**config.mk**
```make
export PLATFORM = sky130hd
export DESIGN_NAME = multicycle_control
export DESIGN_NICKNAME = d
export VERILOG_FILES = /design/src/rtl/multicycle_ctrl_pkg.sv /design/src/rtl/mem_wait_timer.sv /design/src/rtl/multicycle_control.sv
export SDC_FILE = /design/constraint.sdc
export NUM_CORES = 1
export LEC_CHECK = 0
export BUFFER_PORTS_ARGS = -buffer_cell sky130_fd_sc_hd__buf_4
export CAP_MARGIN = 20
export CORE_ASPECT_RATIO = 1.75
export CORE_MARGIN = 3
export CORE_UTILIZATION = 49
export CTS_CLUSTER_DIAMETER = 30
export DETAILED_ROUTE_END_ITERATION = 6
export GPL_TIMING_DRIVEN = 1
export MAX_ROUTING_LAYER = met4
export PLACE_DENSITY = 0.79
export SLEW_MARGIN = 20
export SYNTH_ARGS = -nofsm -noshare
export SYNTH_HDL_FRONTEND = slang
export SYNTH_SLANG_ARGS = --single-unit
```
**constraint.sdc**
```tcl
create_clock -name clk -period 2 [get_ports clk]
set_input_delay 0.4 -clock clk [delete_from_list [all_inputs] [get_ports clk]]
set_output_delay 0.4 -clock clk [all_outputs]
set_load 0.02 [all_outputs]
```
**src/rtl/multicycle_ctrl_pkg.sv**
```systemverilog
// Shared encodings for the multi-cycle MIPS control unit: FSM states, opcodes,
// funct codes, ALU operations and datapath mux select codes.
package multicycle_ctrl_pkg;

  typedef enum logic [3:0] {
    S_FETCH    = 4'd0,
    S_DECODE   = 4'd1,
    S_MEM_ADDR = 4'd2,
    S_MEM_RD   = 4'd3,
    S_MEM_WB   = 4'd4,
    S_MEM_WR   = 4'd5,
    S_EXEC_R   = 4'd6,
    S_WB_R     = 4'd7,
    S_EXEC_I   = 4'd8,
    S_WB_I     = 4'd9,
    S_BRANCH   = 4'd10,
    S_JUMP     = 4'd11
  } state_t;

  localparam logic [5:0] OP_RTYPE = 6'h00;
  localparam logic [5:0] OP_J     = 6'h02;
  localparam logic [5:0] OP_JAL   = 6'h03;
  localparam logic [5:0] OP_BEQ   = 6'h04;
  localparam logic [5:0] OP_ADDI  = 6'h08;
  localparam logic [5:0] OP_ADDIU = 6'h09;
  localparam logic [5:0] OP_SLTI  = 6'h0A;
  localparam logic [5:0] OP_SLTIU = 6'h0B;
  localparam logic [5:0] OP_ANDI  = 6'h0C;
  localparam logic [5:0] OP_LUI   = 6'h0F;
  localparam logic [5:0] OP_LW    = 6'h23;
  localparam logic [5:0] OP_SW    = 6'h2B;

  localparam logic [5:0] FN_SLL  = 6'h00;
  localparam logic [5:0] FN_SRL  = 6'h02;
  localparam logic [5:0] FN_SRA  = 6'h03;
  localparam logic [5:0] FN_JR   = 6'h08;
  localparam logic [5:0] FN_JALR = 6'h09;
  localparam logic [5:0] FN_SLT  = 6'h2A;
  localparam logic [5:0] FN_SLTU = 6'h2B;

  localparam logic [2:0] ALU_ADD   = 3'b000;
  localparam logic [2:0] ALU_SUB   = 3'b001;
  localparam logic [2:0] ALU_FUNCT = 3'b010;
  localparam logic [2:0] ALU_AND   = 3'b011;
  localparam logic [2:0] ALU_SLT   = 3'b100;
  localparam logic [2:0] ALU_SLTU  = 3'b101;

  localparam logic [1:0] REGDST_RT = 2'b00;
  localparam logic [1:0] REGDST_RD = 2'b01;
  localparam logic [1:0] REGDST_RA = 2'b10;

  localparam logic [1:0] M2R_ALU = 2'b00;
  localparam logic [1:0] M2R_MDR = 2'b01;
  localparam logic [1:0] M2R_PC  = 2'b10;

  localparam logic [1:0] SRCA_PC    = 2'b00;
  localparam logic [1:0] SRCA_REG   = 2'b01;
  localparam logic [1:0] SRCA_SHAMT = 2'b10;

  localparam logic [1:0] SRCB_REG    = 2'b00;
  localparam logic [1:0] SRCB_FOUR   = 2'b01;
  localparam logic [1:0] SRCB_IMM    = 2'b10;
  localparam logic [1:0] SRCB_IMM_SH = 2'b11;

  localparam logic [1:0] PCSRC_ALU    = 2'b00;
  localparam logic [1:0] PCSRC_ALUOUT = 2'b01;
  localparam logic [1:0] PCSRC_JUMP   = 2'b10;
  localparam logic [1:0] PCSRC_REGA   = 2'b11;

  function automatic logic funct_legal(input logic [5:0] f);
    return f inside {FN_SLL, FN_SRL, FN_SRA, FN_JR, FN_JALR,
                     [6'h20:6'h27], FN_SLT, FN_SLTU};
  endfunction

  // Shift-by-immediate functs take the shift amount on ALU input A.
  function automatic logic funct_is_shift(input logic [5:0] f);
    return f inside {FN_SLL, FN_SRL, FN_SRA};
  endfunction

endpackage

```
**src/rtl/mem_wait_timer.sv**
```systemverilog
// Counts consecutive memory wait cycles and flags the cycle in which the
// MEM_TIMEOUT-th consecutive wait occurs; MEM_TIMEOUT = 0 never expires.
module mem_wait_timer #(
  parameter int MEM_TIMEOUT = 15,
  parameter int TIMER_W     = 4
) (
  input  logic clk,
  input  logic reset,
  input  logic Waiting,
  input  logic Clear,
  output logic Expired
);

  localparam logic [TIMER_W-1:0] LAST = TIMER_W'(MEM_TIMEOUT - 1);

  logic [TIMER_W-1:0] cnt_q, cnt_d;

  assign Expired = (MEM_TIMEOUT != 0) && Waiting && (cnt_q == LAST);

  always_comb begin
    cnt_d = cnt_q;
    if (Clear || Expired) begin
      cnt_d = '0;
    end else if (Waiting) begin
      cnt_d = cnt_q + 1'b1;
    end
  end

  always_ff @(posedge clk) begin
    if (!reset) begin
      cnt_q <= '0;
    end else begin
      cnt_q <= cnt_d;
    end
  end

endmodule

```
**src/rtl/multicycle_control.sv**
```systemverilog
// Multi-cycle MIPS control FSM: sequences each instruction through fetch,
// decode, execute, memory and writeback, with a MemReady wait timeout.
module multicycle_control
  import multicycle_ctrl_pkg::*;
#(
  parameter int MEM_TIMEOUT = 15,
  parameter int TIMER_W     = 4
) (
  input  logic       clk,
  input  logic       reset,
  input  logic [5:0] OpCode,
  input  logic [5:0] Funct,
  input  logic       MemReady,
  output logic       PCWrite,
  output logic       PCWriteCond,
  output logic       IorD,
  output logic       MemRead,
  output logic       MemWrite,
  output logic       IRWrite,
  output logic       RegWrite,
  output logic [1:0] RegDst,
  output logic [1:0] MemtoReg,
  output logic [1:0] ALUSrcA,
  output logic [1:0] ALUSrcB,
  output logic [2:0] ALUOp,
  output logic [1:0] PCSource,
  output logic       ExtOp,
  output logic       LuOp,
  output logic [3:0] State,
  output logic       InstrDone,
  output logic       IllegalOp,
  output logic       MemFault
);

  state_t state_q, state_d;
  logic   waiting, expired;
  logic   pcw, pcwc, mrd, mwr, irw, rw, done, ill;

  assign waiting = !MemReady &&
                   (state_q == S_FETCH || state_q == S_MEM_RD || state_q == S_MEM_WR);

  mem_wait_timer #(
    .MEM_TIMEOUT(MEM_TIMEOUT),
    .TIMER_W    (TIMER_W)
  ) u_timer (
    .clk    (clk),
    .reset  (reset),
    .Waiting(waiting),
    .Clear  (!waiting),
    .Expired(expired)
  );

  always_comb begin
    state_d  = state_q;
    pcw      = 1'b0;
    pcwc     = 1'b0;
    mrd      = 1'b0;
    mwr      = 1'b0;
    irw      = 1'b0;
    rw       = 1'b0;
    done     = 1'b0;
    ill      = 1'b0;
    IorD     = 1'b0;
    RegDst   = REGDST_RT;
    MemtoReg = M2R_ALU;
    ALUSrcA  = SRCA_PC;
    ALUSrcB  = SRCB_REG;
    ALUOp    = ALU_ADD;
    PCSource = PCSRC_ALU;
    ExtOp    = 1'b1;
    LuOp     = 1'b0;
    case (state_q)
      S_FETCH: begin
        mrd     = 1'b1;
        ALUSrcB = SRCB_FOUR;
        irw     = MemReady;
        pcw     = MemReady;
        if (MemReady) state_d = S_DECODE;
      end
      S_DECODE: begin
        ALUSrcB = SRCB_IMM_SH;
        case (OpCode)
          OP_LW, OP_SW:            state_d = S_MEM_ADDR;
          OP_RTYPE:                state_d = S_EXEC_R;
          OP_ADDI, OP_ADDIU, OP_ANDI,
          OP_SLTI, OP_SLTIU, OP_LUI: state_d = S_EXEC_I;
          OP_BEQ:                  state_d = S_BRANCH;
          OP_J, OP_JAL:            state_d = S_JUMP;
          default: begin
            ill     = 1'b1;
            state_d = S_FETCH;
          end
        endcase
      end
      S_MEM_ADDR: begin
        ALUSrcA = SRCA_REG;
        ALUSrcB = SRCB_IMM;
        state_d = (OpCode == OP_LW) ? S_MEM_RD : S_MEM_WR;
      end
      S_MEM_RD: begin
        mrd  = 1'b1;
        IorD = 1'b1;
        if (expired)       state_d = S_FETCH;
        else if (MemReady) state_d = S_MEM_WB;
      end
      S_MEM_WB: begin
        rw       = 1'b1;
        MemtoReg = M2R_MDR;
        done     = 1'b1;
        state_d  = S_FETCH;
      end
      S_MEM_WR: begin
        mwr  = 1'b1;
        IorD = 1'b1;
        if (MemReady) begin
          done    = 1'b1;
          state_d = S_FETCH;
        end else if (expired) begin
          state_d = S_FETCH;
        end
      end
      S_EXEC_R: begin
        ALUSrcA = funct_is_shift(Funct) ? SRCA_SHAMT : SRCA_REG;
        ALUOp   = ALU_FUNCT;
        if (Funct == FN_JR || Funct == FN_JALR) begin
          pcw      = 1'b1;
          PCSource = PCSRC_REGA;
          done     = 1'b1;
          state_d  = S_FETCH;
          if (Funct == FN_JALR) begin
            rw       = 1'b1;
            RegDst   = REGDST_RD;
            MemtoReg = M2R_PC;
          end
        end else if (!funct_legal(Funct)) begin
          ill     = 1'b1;
          state_d = S_FETCH;
        end else begin
          state_d = S_WB_R;
        end
      end
      S_WB_R: begin
        rw      = 1'b1;
        RegDst  = REGDST_RD;
        done    = 1'b1;
        state_d = S_FETCH;
      end
      S_EXEC_I: begin
        ALUSrcA = SRCA_REG;
        ALUSrcB = SRCB_IMM;
        case (OpCode)
          OP_ANDI:  ALUOp = ALU_AND;
          OP_SLTI:  ALUOp = ALU_SLT;
          OP_SLTIU: ALUOp = ALU_SLTU;
          default:  ALUOp = ALU_ADD;
        endcase
        ExtOp   = (OpCode != OP_ANDI);
        LuOp    = (OpCode == OP_LUI);
        state_d = S_WB_I;
      end
      S_WB_I: begin
        rw      = 1'b1;
        done    = 1'b1;
        state_d = S_FETCH;
      end
      S_BRANCH: begin
        ALUSrcA  = SRCA_REG;
        ALUOp    = ALU_SUB;
        pcwc     = 1'b1;
        PCSource = PCSRC_ALUOUT;
        done     = 1'b1;
        state_d  = S_FETCH;
      end
      S_JUMP: begin
        pcw      = 1'b1;
        PCSource = PCSRC_JUMP;
        done     = 1'b1;
        state_d  = S_FETCH;
        if (OpCode == OP_JAL) begin
          rw       = 1'b1;
          RegDst   = REGDST_RA;
          MemtoReg = M2R_PC;
        end
      end
      default: begin
        ill     = 1'b1;
        state_d = S_FETCH;
      end
    endcase
  end

  always_ff @(posedge clk) begin
    if (!reset) begin
      state_q <= S_FETCH;
    end else begin
      state_q <= state_d;
    end
  end

  // Enables and pulses are held low for the whole time reset is asserted.
  assign PCWrite     = reset & pcw;
  assign PCWriteCond = reset & pcwc;
  assign MemRead     = reset & mrd;
  assign MemWrite    = reset & mwr;
  assign IRWrite     = reset & irw;
  assign RegWrite    = reset & rw;
  assign InstrDone   = reset & done;
  assign IllegalOp   = reset & ill;
  assign MemFault    = reset & expired;
  assign State       = state_q;

endmodule

```
# --- After elaboration in Yosys (flattened, before gate mapping) ---
# Index checks and enable logic that the tools add are counted.
classes:
  add_sub_neg: 1
  muxes: 43
  order_cmp: 2
  eq_ne: 33
  reduce_logical: 27
  bitwise: 10
op_table:
  columns: ["operator", "n"]
  rows:
  - ["equality test 6 x 4 -> 1 bit (second input constant)", 8]
  - ["case mux 4 bit (7 select lines)", 1]
  - ["equality test 6 x 2 -> 1 bit (second input constant)", 4]
  - ["equality test 6 bit (second input constant)", 4]
  - ["case mux 2 bit (3 select lines)", 4]
  - ["equality test 4 bit (second input constant)", 5]
  - ["two-way mux 4 bit", 5]
  - ["case mux 4 bit (5 select lines)", 1]
  - ["case mux 3 bit (3 select lines)", 2]
  - ["two-way mux 1 bit", 17]
  - ["equality test 4 x 3 -> 1 bit (second input constant)", 4]
  - ["zero test 6 bit", 2]
  - ["case mux 1 bit (3 select lines)", 4]
  - ["OR reduction 12 bit", 1]
  - ["OR reduction 2 bit", 6]
  - ["two-way mux 2 bit", 5]
  - ["OR reduction 10 bit", 1]
  - ["AND 1 bit", 9]
  - ["two-way mux 3 bit", 3]
  - ["equality test 4 x 2 -> 1 bit (second input constant)", 2]
  - ["nonzero test 8 bit", 1]
  - ["equality test 6 x 3 -> 1 bit (second input constant)", 1]
  - [">= comparator 6 bit (second input constant)", 1]
  - ["less-or-equal comparator 6 bit (second input constant)", 1]
  - ["other kinds (16)", 24]
totals:
  ff_bits: 8
  elab_cells: 118
  inputBits: 15
  output_inout_bits: 29

# --- Longest topological paths before layout ---
logic_depth:
  depth_word: 8
  depth_mapped: 7
  depth_no_buf: 6

# --- By module ---
# Synthesis repeated with hierarchy kept, for this count alone.
unflattened:
  hier_cells: 169
  hier_area_um2: 1113.6
by_module_without_submodules:
  columns: ["module", "cells_per_inst", "n_inst", "seq_area_each_um2", "area_each_um2"]
  rows:
  - ["multicycle_control", 150, 1, 80.1, 918.4]
  - ["mem_wait_timer", 19, 1, 80.1, 195.2]

# --- Worst setup path after synthesis ---
# OpenSTA, ideal clock, no wires.
synth_timing:
  path_kind: "register to output"
  startpoint: "register state_q[1] (netlist: State[1])"
  endpoint: "output port InstrDone"
  required_ns: 1.600
  t_arrival_ns: 1.794
  path_stages_with_launch: 6
  path_buffers: 3
  setup_slack_ns: -0.194
  cell_sequence: "dfxtp_1 buf_4 buf_2 clkbuf_1 o21ai_1 a221oi_1"
synth_via:
  elab_chain_len: 4
  word_cells_on_any_way: 10
  cone_classes: "eq/ne (7); mux (1); bitwise (1); reduce/logical (1)"
synth_lines:
  columns: ["item", "line", "source"]
  rows:
  - ["start, declared", "multicycle_control.sv:35", "state_t state_q, state_d;"]
  - ["start signal, assigned", "multicycle_control.sv:196", "state_q <= state_d;"]
  - ["equality test 4 bit / equality test 4 x 3 -> 1 bit (equally long branches)", "multicycle_control.sv:72", "case (state_q)"]
  - ["OR reduction 5 bit (no source line)", null, null]
  - ["case mux 1 bit (3 select lines) (*)", "multicycle_control.sv:72", null]
  - ["AND 1 bit (*)", "multicycle_control.sv:207", "assign InstrDone = reset & done;"]
  - ["end, declared", "multicycle_control.sv:30", "output logic InstrDone,"]
# Mark *: on every way between the ends. The rest lies on a longest branch, timed or not.

# --- Worst setup path in the final report ---
layout_timing:
  startpoint: "register state_q[3] (netlist: State[3])"
  endpoint: "output port PCWrite"
layout_via:
  elab_chain_len: 3
  word_cells_on_any_way: 5
  cone_classes: "eq/ne (2); mux (1); bitwise (1); reduce/logical (1)"
layout_lines:
  columns: ["item", "line", "source"]
  rows:
  - ["equality test 4 bit, or another cell as far along", "multicycle_control.sv:72", null]
  - ["case mux 1 bit (3 select lines) (*)", "multicycle_control.sv:72", null]
  - ["AND 1 bit (*)", "multicycle_control.sv:201", "assign PCWrite = reset & pcw;"]
  - ["end, declared", "multicycle_control.sv:14", "output logic PCWrite,"]
# Marked as above.

==> qor.csv <==
metric,value,unit
Core Region,0.00215,mm²
Site Rows,22,
r2r worst-path depth,6,
failing checks,setup timing,
initial antenna violation count,0,
initial core utilization,52.4,%
Detail Placement HPWL,2990,µm
CP Launch Point,State[3]$_SDFFE_PN0P_,
Seq cells post-synth,8,
Clock transition at path regs,50,ps
RSZ-0062 raised after global routing,yes,
Overall Power,0.642,mW
Fmax,463,MHz
Max Cap Viol,0,
worst-margin pin slew,551,ps
per-cell routed wire length,20.1,µm
grt total ovfl,0,
GRT Overall Usage,29.9,%
Syn Area/Cell,7.17,µm²
die width,42.2,µm
RD Place Congestion,0.928,
Setup Viol. Count Final,8,
first-pass GRT wire length,7020,µm
Netlist cell types,54,
area grow syn2layout,74.1,%
leakage,0.848,nW
Period minus WS final,2160,ps
Max clock buf depth,2,
layout cell share with drive strength beyond 1,50.9,%
CTS Buf Count,3,
Worst Hold Depth,1,
main flop type after synthesis,dfxtp_1,
Setup TNS Final,-675,ps
clk sinks,8,
r2r setup slk,210,ps
syn_nets,174,
"Period Utilization, post-route",108,%
Max VDD drop,0.381,mV
# nets final,249,
HP Class,flip-flop to flip-flop,
Inserted Diodes,0,
CTS Root Cell,clkbuf_4,
Routed WL,5100,µm
die area,0.00293,mm²
Ports,44,
worst hold path startpoint,u_timer.cnt_q[0]$_SDFFE_PP0P_,
power per cell area,327,mW/mm²
Post-CTS Hold Fix Bufs,0,
asr flop ratio synth,0,%
worst setup margin,-162,ps
arrival time worst endpoint,1760,ps
"Data required, critical path",1600,ps
Synth Warn #,0,
Mapped Cells,157,
post-synthesis cell area,0.00113,mm²
DRT Pass-1 Iters,4,
Setup CP Type,flip-flop to output pin,
status,"complete, but fails checks",
clock latency at the later pin of the worst-skew pair,250,ps
crit end category,output pin,
CP Launch Type,flip-flop,
Reg-to-Reg End,State[0]$_SDFFE_PN0P_,
DR vias/cell,6.58,
final slew viol count,0,
max_slew headroom,63.1,%
die height,69.4,µm
CTS tree,done,
"Seq/Total Area, Yosys",14.2,%
Layout Utilization,91.3,%
1st-iter DRT viols,113,
number of vias in the routed layout,1671,
Clock Skew,1.76,ps
DR DRC count,0,
"EDFF count, synth",0,
FF-to-FF Start,u_timer.cnt_q[0]$_SDFFE_PP0P_,
largest net degree at the start of global routing,15,
IO Port Bufs,43,
ANT nets after route,0,
# H-tree levels,1,
CP Max Fanout,7,
vias in the first global route,1588,
Fin. Hold Viols,0,
Worst Hold Path EP,u_timer.cnt_q[0]$_SDFFE_PP0P_,
==> metrics by stage <==
| step | instances | hold slack (ps) | worst slack [ps] | instance area [µm²] |
|---|---|---|---|---|
| floorplan | 157 | 430 | -66.5 | 1160 |
| global placement | 233 | 446 | 19.0 | 1620 |
| detailed placement | 233 | 452 | -9.48 | 1620 |
| CTS | 245 | 462 | -98.8 | 1800 |
| global route | 254 | 484 | -255 | 1960 |
| finish | 254 | 461 | -162 | 1960 |
==> what timing repair did <==
action,CTS,global route
setup buffers,8,10
gates resized for setup,14,26
pin swaps,5,9
gates cloned,1,0
setup endpoints to repair,11,17
==> worst max-delay path, stage by stage (launching register included) <==
cell,delay [ps]
dfxtp_4,360
buf_12,140
or4b_1,510
a21oi_1,180
a31oi_1,80
nor2_2,110
buf_6,130
==> worst max path at each step <==
stage                            to  slack, ps  depth (start not counted)
after CTS                   PCWrite       -100                          6
after global routing        PCWrite       -260                          6
after global placement    IllegalOp         20                          6
final                       PCWrite       -160                          6
after detailed placement  IllegalOp         -9                          6
after floorplan            ALUOp[1]        -70                          5
==> kinds of logic (layout without fill, tap and decap cells) <==
family                     Yosys count  in the layout  share of synthesized area [%]
buffers and inverters               16             89                           6.78
adders and majority gates            2              2                           2.22
DFF                                  8              8                           14.2
and+or+nand+nor                     84             84                           45.9
muxes                                1              1                          0.889
AOI/OAI and AO/OA                   40             40                           25.3
xor gates and xnor gates             6              6                           4.67
==> synthesized netlist by cell type, types with 2 or more instances <==
| library cell | instances | share of area [%] |
|---|---|---|
| a21oi_1 | 9 | 4.0 |
| inv_1 | 2 | 0.67 |
| nand4_1 | 6 | 3.3 |
| a31oi_1 | 3 | 1.7 |
| nand3_1 | 9 | 4.0 |
| nor4_1 | 3 | 1.7 |
| o21ai_1 | 3 | 1.3 |
| buf_2 | 7 | 3.1 |
| nand2_1 | 10 | 3.3 |
| nor3_1 | 6 | 2.7 |
| nor2b_1 | 9 | 5.0 |
| clkbuf_1 | 4 | 1.3 |
| xor2_1 | 2 | 1.6 |
| o211ai_1 | 3 | 2.0 |
| o31a_1 | 2 | 1.6 |
| and2_1 | 2 | 1.1 |
| dfxtp_1 | 8 | 14 |
| and4_1 | 3 | 2.3 |
| a221o_1 | 2 | 1.8 |
| o21ai_0 | 3 | 1.3 |
| buf_4 | 2 | 1.3 |
| nor2_1 | 17 | 5.7 |
| xnor2_1 | 4 | 3.1 |
| a21o_1 | 2 | 1.3 |
| o211a_1 | 2 | 1.8 |
| ha_1 | 2 | 2.2 |
| nand4b_1 | 2 | 1.6 |
| nand2b_1 | 4 | 2.2 |
==> sequential cells by signal (all words and copies together) (netlist names) <==
name,cells
u_timer.cnt_q,4
State,4
==> cells in the final DEF, fill, tap and decap left out, drive strengths merged, types with 2 or more instances in the layout <==
cell type	netlist	final
nor3	6	6
o211ai	3	3
o21ai	6	6
a221o	2	2
nor4b	2	2
o31a	2	2
inv	3	3
a21oi	9	9
clkbuf	4	3
nor4	4	4
xor2	2	2
xnor2	4	4
buf	9	82
nor2	17	17
and2	2	2
nand4	6	6
nor2b	9	9
nor3b	2	2
dfxtp	8	8
nand3	9	9
ha	2	2
and4	3	3
a21o	2	2
o211a	2	2
nand2b	4	4
a31oi	3	3
nand2	11	11
nand4b	2	2
==> where the power goes <==
part / internal [mW] / switching (mW)
registers: 0.163 / 0.0126
clock network: 0.0685 / 0.0518
logic: 0.170 / 0.176
==> layer usage <==
metal	GRT usage [%]	routed length, µm	vias up
met5	-	0	-
met1	30.1	1750	804
met4	12.1	197	0
li1	-	-	745
met2	56.2	2780	102
met3	2.60	380	20
==> layout make-up <==
class	count	area, µm²
clock buffers	3	22.5
fillers	90	186
inverters	3	16.3
multi-input cells	133	1010
flip-flops and latches	8	175
well taps	24	30.0
repair buffers	83	711
No activity file was read; power rests on OpenSTA's default activity.
